**src/rtl/hybrid_sar_ctrl.sv**
```systemverilog
// rtl/hybrid_sar_ctrl.sv - successive-approximation controller for hybrid analog tiles
module hybrid_sar_ctrl #(
    parameter int WIDTH      = 8,
    parameter int CHANNELS   = 4,
    parameter int SAMPLE_CYC = 2,
    parameter int SETTLE_CYC = 1,
    localparam int CH_W      = (CHANNELS > 1) ? $clog2(CHANNELS) : 1
) (
    input  logic             clk,
    input  logic             rst_n,
    input  logic             ena,
    input  logic             start,
    input  logic             scan,
    input  logic             abort,
    input  logic [CH_W-1:0]  chan_sel,
    input  logic             cmp_in,
    output logic [WIDTH-1:0] dac_code,
    output logic [CH_W-1:0]  mux_sel,
    output logic             track_en,
    output logic             busy,
    output logic [WIDTH-1:0] result,
    output logic [CH_W-1:0]  result_chan,
    output logic             result_valid
);

    localparam int CNT_MAX = (SAMPLE_CYC > SETTLE_CYC) ? SAMPLE_CYC : SETTLE_CYC;
    localparam int CNT_W   = $clog2(CNT_MAX + 1);
    localparam int BIT_W   = $clog2(WIDTH);

    localparam logic [CNT_W-1:0] SAMPLE_LAST = CNT_W'(SAMPLE_CYC - 1);
    localparam logic [CNT_W-1:0] SETTLE_LAST = CNT_W'((SETTLE_CYC > 0) ? SETTLE_CYC - 1 : 0);
    localparam logic [BIT_W-1:0] TOP_BIT     = BIT_W'(WIDTH - 1);
    localparam logic [WIDTH-1:0] MSB_CODE    = {1'b1, {(WIDTH-1){1'b0}}};
    localparam logic [CH_W-1:0]  CH_LAST     = CH_W'(CHANNELS - 1);

    typedef enum logic [2:0] {
        IDLE   = 3'd0,
        SAMPLE = 3'd1,
        SETTLE = 3'd2,
        DECIDE = 3'd3,
        DONE   = 3'd4
    } state_t;

    state_t           state;
    logic [CNT_W-1:0] cnt;
    logic [BIT_W-1:0] bit_idx;
    logic [WIDTH-1:0] decided;
    logic [CH_W-1:0]  next_chan;
    logic [CH_W-1:0]  start_chan;

    // Resolve the current trial bit from the comparator and arm the next one.
    always_comb begin
        decided          = dac_code;
        decided[bit_idx] = cmp_in;
        if (bit_idx != '0) begin
            decided[bit_idx - 1'b1] = 1'b1;
        end
    end

    always_comb begin
        next_chan  = (mux_sel == CH_LAST) ? '0 : mux_sel + 1'b1;
        start_chan = (int'(chan_sel) >= CHANNELS) ? '0 : chan_sel;
    end

    always_ff @(posedge clk) begin
        if (!rst_n) begin
            state        <= IDLE;
            cnt          <= '0;
            bit_idx      <= TOP_BIT;
            dac_code     <= '0;
            mux_sel      <= '0;
            track_en     <= 1'b0;
            busy         <= 1'b0;
            result       <= '0;
            result_chan  <= '0;
            result_valid <= 1'b0;
        end else if (ena) begin
            result_valid <= 1'b0;
            if (abort && state != IDLE) begin
                state    <= IDLE;
                track_en <= 1'b0;
                busy     <= 1'b0;
                cnt      <= '0;
                bit_idx  <= TOP_BIT;
            end else begin
                case (state)
                    IDLE: begin
                        if (start) begin
                            mux_sel  <= start_chan;
                            dac_code <= '0;
                            track_en <= 1'b1;
                            busy     <= 1'b1;
                            cnt      <= '0;
                            bit_idx  <= TOP_BIT;
                            state    <= SAMPLE;
                        end
                    end
                    SAMPLE: begin
                        if (cnt == SAMPLE_LAST) begin
                            track_en <= 1'b0;
                            dac_code <= MSB_CODE;
                            bit_idx  <= TOP_BIT;
                            cnt      <= '0;
                            state    <= (SETTLE_CYC == 0) ? DECIDE : SETTLE;
                        end else begin
                            cnt <= cnt + 1'b1;
                        end
                    end
                    SETTLE: begin
                        if (cnt == SETTLE_LAST) begin
                            cnt   <= '0;
                            state <= DECIDE;
                        end else begin
                            cnt <= cnt + 1'b1;
                        end
                    end
                    DECIDE: begin
                        dac_code <= decided;
                        if (bit_idx != '0) begin
                            bit_idx <= bit_idx - 1'b1;
                            state   <= (SETTLE_CYC == 0) ? DECIDE : SETTLE;
                        end else begin
                            result       <= decided;
                            result_chan  <= mux_sel;
                            result_valid <= 1'b1;
                            state        <= DONE;
                        end
                    end
                    DONE: begin
                        // dac_code keeps the final code until the next sample window closes.
                        if (scan) begin
                            mux_sel  <= next_chan;
                            track_en <= 1'b1;
                            cnt      <= '0;
                            bit_idx  <= TOP_BIT;
                            state    <= SAMPLE;
                        end else begin
                            busy  <= 1'b0;
                            state <= IDLE;
                        end
                    end
                    default: begin
                        state    <= IDLE;
                        track_en <= 1'b0;
                        busy     <= 1'b0;
                    end
                endcase
            end
        end
    end

endmodule

```
**config.mk**
```make
export PLATFORM = sky130hd
export DESIGN_NAME = hybrid_sar_ctrl
export DESIGN_NICKNAME = d
export VERILOG_FILES = /design/src/rtl/hybrid_sar_ctrl.sv
export SDC_FILE = /design/constraint.sdc
export NUM_CORES = 1
export LEC_CHECK = 0
export ABC_AREA = 1
export CORE_ASPECT_RATIO = 2
export CORE_MARGIN = 2
export CORE_UTILIZATION = 49
export CTS_CLUSTER_SIZE = 8
export DETAILED_ROUTE_END_ITERATION = 8
export GPL_TIMING_DRIVEN = 0
export MAX_ROUTING_LAYER = met4
export PLACE_DENSITY_LB_ADDON = 0.2
export SYNTH_ARGS = -nofsm -noshare
export SYNTH_HDL_FRONTEND = slang
export SYNTH_SLANG_ARGS = --single-unit
export TNS_END_PERCENT = 100
```
**constraint.sdc**
```tcl
create_clock -name clk -period 1.8 [get_ports clk]
set_clock_uncertainty 0.1 [all_clocks]
set_input_delay 0.36 -clock clk [delete_from_list [all_inputs] [get_ports clk]]
set_output_delay 0.36 -clock clk [all_outputs]
set_load 0.01 [all_outputs]
```
==> impl_results.md <==
* Status: finished clean
* Worst Hold Class: reg2reg
* Post-synth top area share at 0.298
* Placed instance count at 408
* Worst-path cell chain: clkdlybuf4s50_1
* Routed WL per cell at 12.7 um
* Power Density at 1000 nW/um^2
* Port bufs at 29
* Slew Limit Fails at 0
* Largest net degree at the start of global routing at 12
* GRT overflow at 0
* Via count at 2149
* RD Place Congestion at 0.958
* Synth Instances at 327
* Post-Synth Adder-Cell Area at 0.0420
* Overall global routing resource usage at 0.242
* Syn-to-layout area delta at 25.9%
* Worst reg2reg path startpoint: bit_idx[1]$_SDFFE_PN1P_
* Synth area leader: dfxtp_1
* YS warnings at 0
* Total setup violations reported at the end of the flow at 0
* Non-filler instance count after layout at 417
* Async S/R FF share, synth at 0
* Cts hold-fix bufs at 0
* Crit end category: primary output
* Core footprint at 4090 um^2
* Cell family with most CP delay: buffers and inverters
* XOR/XNOR Fraction of Synth Area at 0
* Most frequent cells in the layout: nand2_1 (93), nor2_1 (39), inv_1 (30), nand3_1 (30), clkdlybuf4s50_1 (29)
* Initial core utilization at 0.510
* Clock Latency Late Sink at 0.29 ns
* Number of flops mapped to enable cells by yosys at 0
* Reg2reg setup slack at 0.12 ns
* Seq/Total Area, Yosys at 0.298
* Period minus WS final at 1.69 ns
* Vias per cell at 5.15
* Initial DRC Count at 89
* Post-CTS setup buffer count at 0
* Die Span Y at 96.2 um
* Hold_sp: result[7]$_SDFFE_PN0P_
* Drc violations at 0
* Slew headroom at 0.723
* Worst Setup Start Kind: register
* Bufs on Longest Clock Path at 2
* Data arrival, critical path at 1.23 ns
* Layout cells sized above 1 at 0.173
* Vias in the first global route at 1990
* CTS H-Tree Depth at 2
* Slowest cell on the critical path: clkdlybuf4s50_1
* Mapped cell area at 2080 um^2
* R2r endpoint: result[3]$_SDFFE_PN0P_
* Simple-gate share of the synthesized area at 0.482
* Final ANT Viol Nets at 0
* Worst reg-to-reg path cell count at 10
* Site row count at 33
* Hold_ws at 0.358 ns
* CTS Root Cell: clkbuf_8
* Maximum vdd drop at 0.685 mV
* Top post-synthesis cells by area: dfxtp_1 (30%), nand2_1 (17%), nor2_1 (7.9%)
* Slew @ Worst Pin at 0.412 ns
* Commonest non-fill, non-tap cell in the layout: nand2_1
* Distinct cells, synth at 29
* Largest family of logic cells by synthesized area: simple AND/OR/NAND/NOR gates
* Clock transition at path regs at 0.07 ns
* CTS tree: built
* CP Buf/Inv Count at 1
* # diodes at 0
* Hold path depth at 2
* Mux cell area share after synthesis at 0
* First-pass GRT wire length at 8.65 mm
* Mean post-synth cell area at 6.37 um^2
* Detailed Place HPWL at 4.03 mm
* DRT Pass-1 Iters at 4
* Fin. Hold Viols at 0
* Final #Nets at 380
* Largest stage delay, worst path at 0.56 ns
* Ratio of final minimum period to clock period at 0.938
* Lkg Pwr at 1.19 nW
* CTS Buf Count at 5
* WS Path Type: reg2out
* Fmax achieved at 592 MHz
* RSZ-0062 raised after global routing: no
* Dominant synthesized flop cell: dfxtp_1
* Die ar. at 4820 um^2
* Synth Net Count at 343
* I/O Pins at 32
* CP max FO at 4
* Max Cap Viol at 0
* Die Width at 50.1 um
* End of the worst hold path: result[7]$_SDFFE_PN0P_
* Register bit total from synthesis at 31
* Sink Count at 31
* Compound-Gate Fraction of Synth Area at 0.0739
* Initial antenna violation count at 0
* Critical Path RT at 1.34 ns
* WL final at 5.32 mm
metrics by stage:
step / total power, W / util / setup WS [ns] / instance area [um^2] / TNS [ns]
after detailed placement: 0.00195 / 0.597 / -0.137 / 2440 / -1.36
after CTS: 0.00259 / 0.625 / 0.00392 / 2550 / 0
final: 0.00263 / 0.642 / 0.111 / 2620 / 0
after floorplan: 0.00164 / - / 0.121 / 2080 / 0
after global routing: 0.00281 / 0.642 / 0.00191 / 2620 / 0
after global placement: 0.00192 / 0.597 / -0.123 / 2440 / -1.39
worst max-delay path by stage:
stage                             from                          end  slack (ns)  cells after the start
6_report       mux_sel[1]$_SDFFE_PN0P_                   mux_sel[1]        0.11                      1
3_5_place_dp   bit_idx[1]$_SDFFE_PN1P_  result_chan[0]$_SDFFE_PN0P_       -0.14                     10
4_1_cts        bit_idx[1]$_SDFFE_PN1P_  result_chan[0]$_SDFFE_PN0P_       0.004                     10
2_1_floorplan  bit_idx[1]$_SDFFE_PN1P_  result_chan[0]$_SDFFE_PN0P_        0.12                     10
5_1_grt        bit_idx[1]$_SDFFE_PN1P_  result_chan[0]$_SDFFE_PN0P_       0.002                     10
3_3_place_gp   bit_idx[1]$_SDFFE_PN1P_  result_chan[0]$_SDFFE_PN0P_       -0.12                     10
layer usage:
| layer | wire length [um] | vias to the layer above | global-route usage |
|---|---|---|---|
| met5 | 0 | - | - |
| met1 | 1880 | 968 | 0.225 |
| met2 | 2990 | 54 | 0.453 |
| li1 | - | 1107 | - |
| met3 | 199 | 20 | 0.0419 |
| met4 | 240 | 0 | 0.139 |
synth_stat cells, types with 4 or more instances:
cell type and number:
nand2_2 7, dfxtp_1 31, inv_1 31, o21ai_1 9, a21oi_1 6, buf_2 6, nand2_1 94, ha_1 7
nand4_1 8, nand2_4 4, nor3_1 8, nor2_1 44, nor2_2 12, o21ai_0 11, nand3_1 30
flip-flops by register name (all words and copies together), names as in the netlist, 2 cells and up:
register     cells
dac_code         8
result           8
bit_idx          3
state            3
cnt              2
mux_sel          2
result_chan      2
repair_timing:
| action | 4_1_cts | 5_1_grt |
|---|---|---|
| setup endpoints to repair | 20 | 22 |
| cloned | 0 | 1 |
| resized for setup | 5 | 18 |
| pin swaps | 0 | 3 |
logic make-up (layout without fill, tap and decap cells):
group / count (synthesis) / after routing
compound gates: 29 / 29
fa+ha+maj: 7 / 7
buf+inv: 47 / 85
flops: 31 / 31
simple gates: 213 / 213
area by class of cell:
type	count	area, um^2
Multi-Input combinational cell	249	1300
Buffer	10	75.1
Clock inverter	1	7.51
Timing Repair Buffer	30	298
Fill cell	395	1470
Sequential cell	31	624
Inverter	37	156
Tap cell	52	65.1
Clock buffer	7	96.3
tightest hold or removal path, delay by kind of cell, from the launching register on:
family	cells	cell delay (ns)
buffers and inverters	1	0.05
AOI/OAI and AO/OA	1	0.05
DFF	1	0.32
where the power goes:
group / total [W] / leakage (nW) / internal (W) / switching [W]
Clock: 0.000639 / 0.0505 / 0.000348 / 0.000291
Sequential: 0.000865 / 0.254 / 0.000775 / 0.0000899
Combinational: 0.00113 / 0.890 / 0.000432 / 0.000698
No activity file was read; power rests on OpenSTA's default activity.
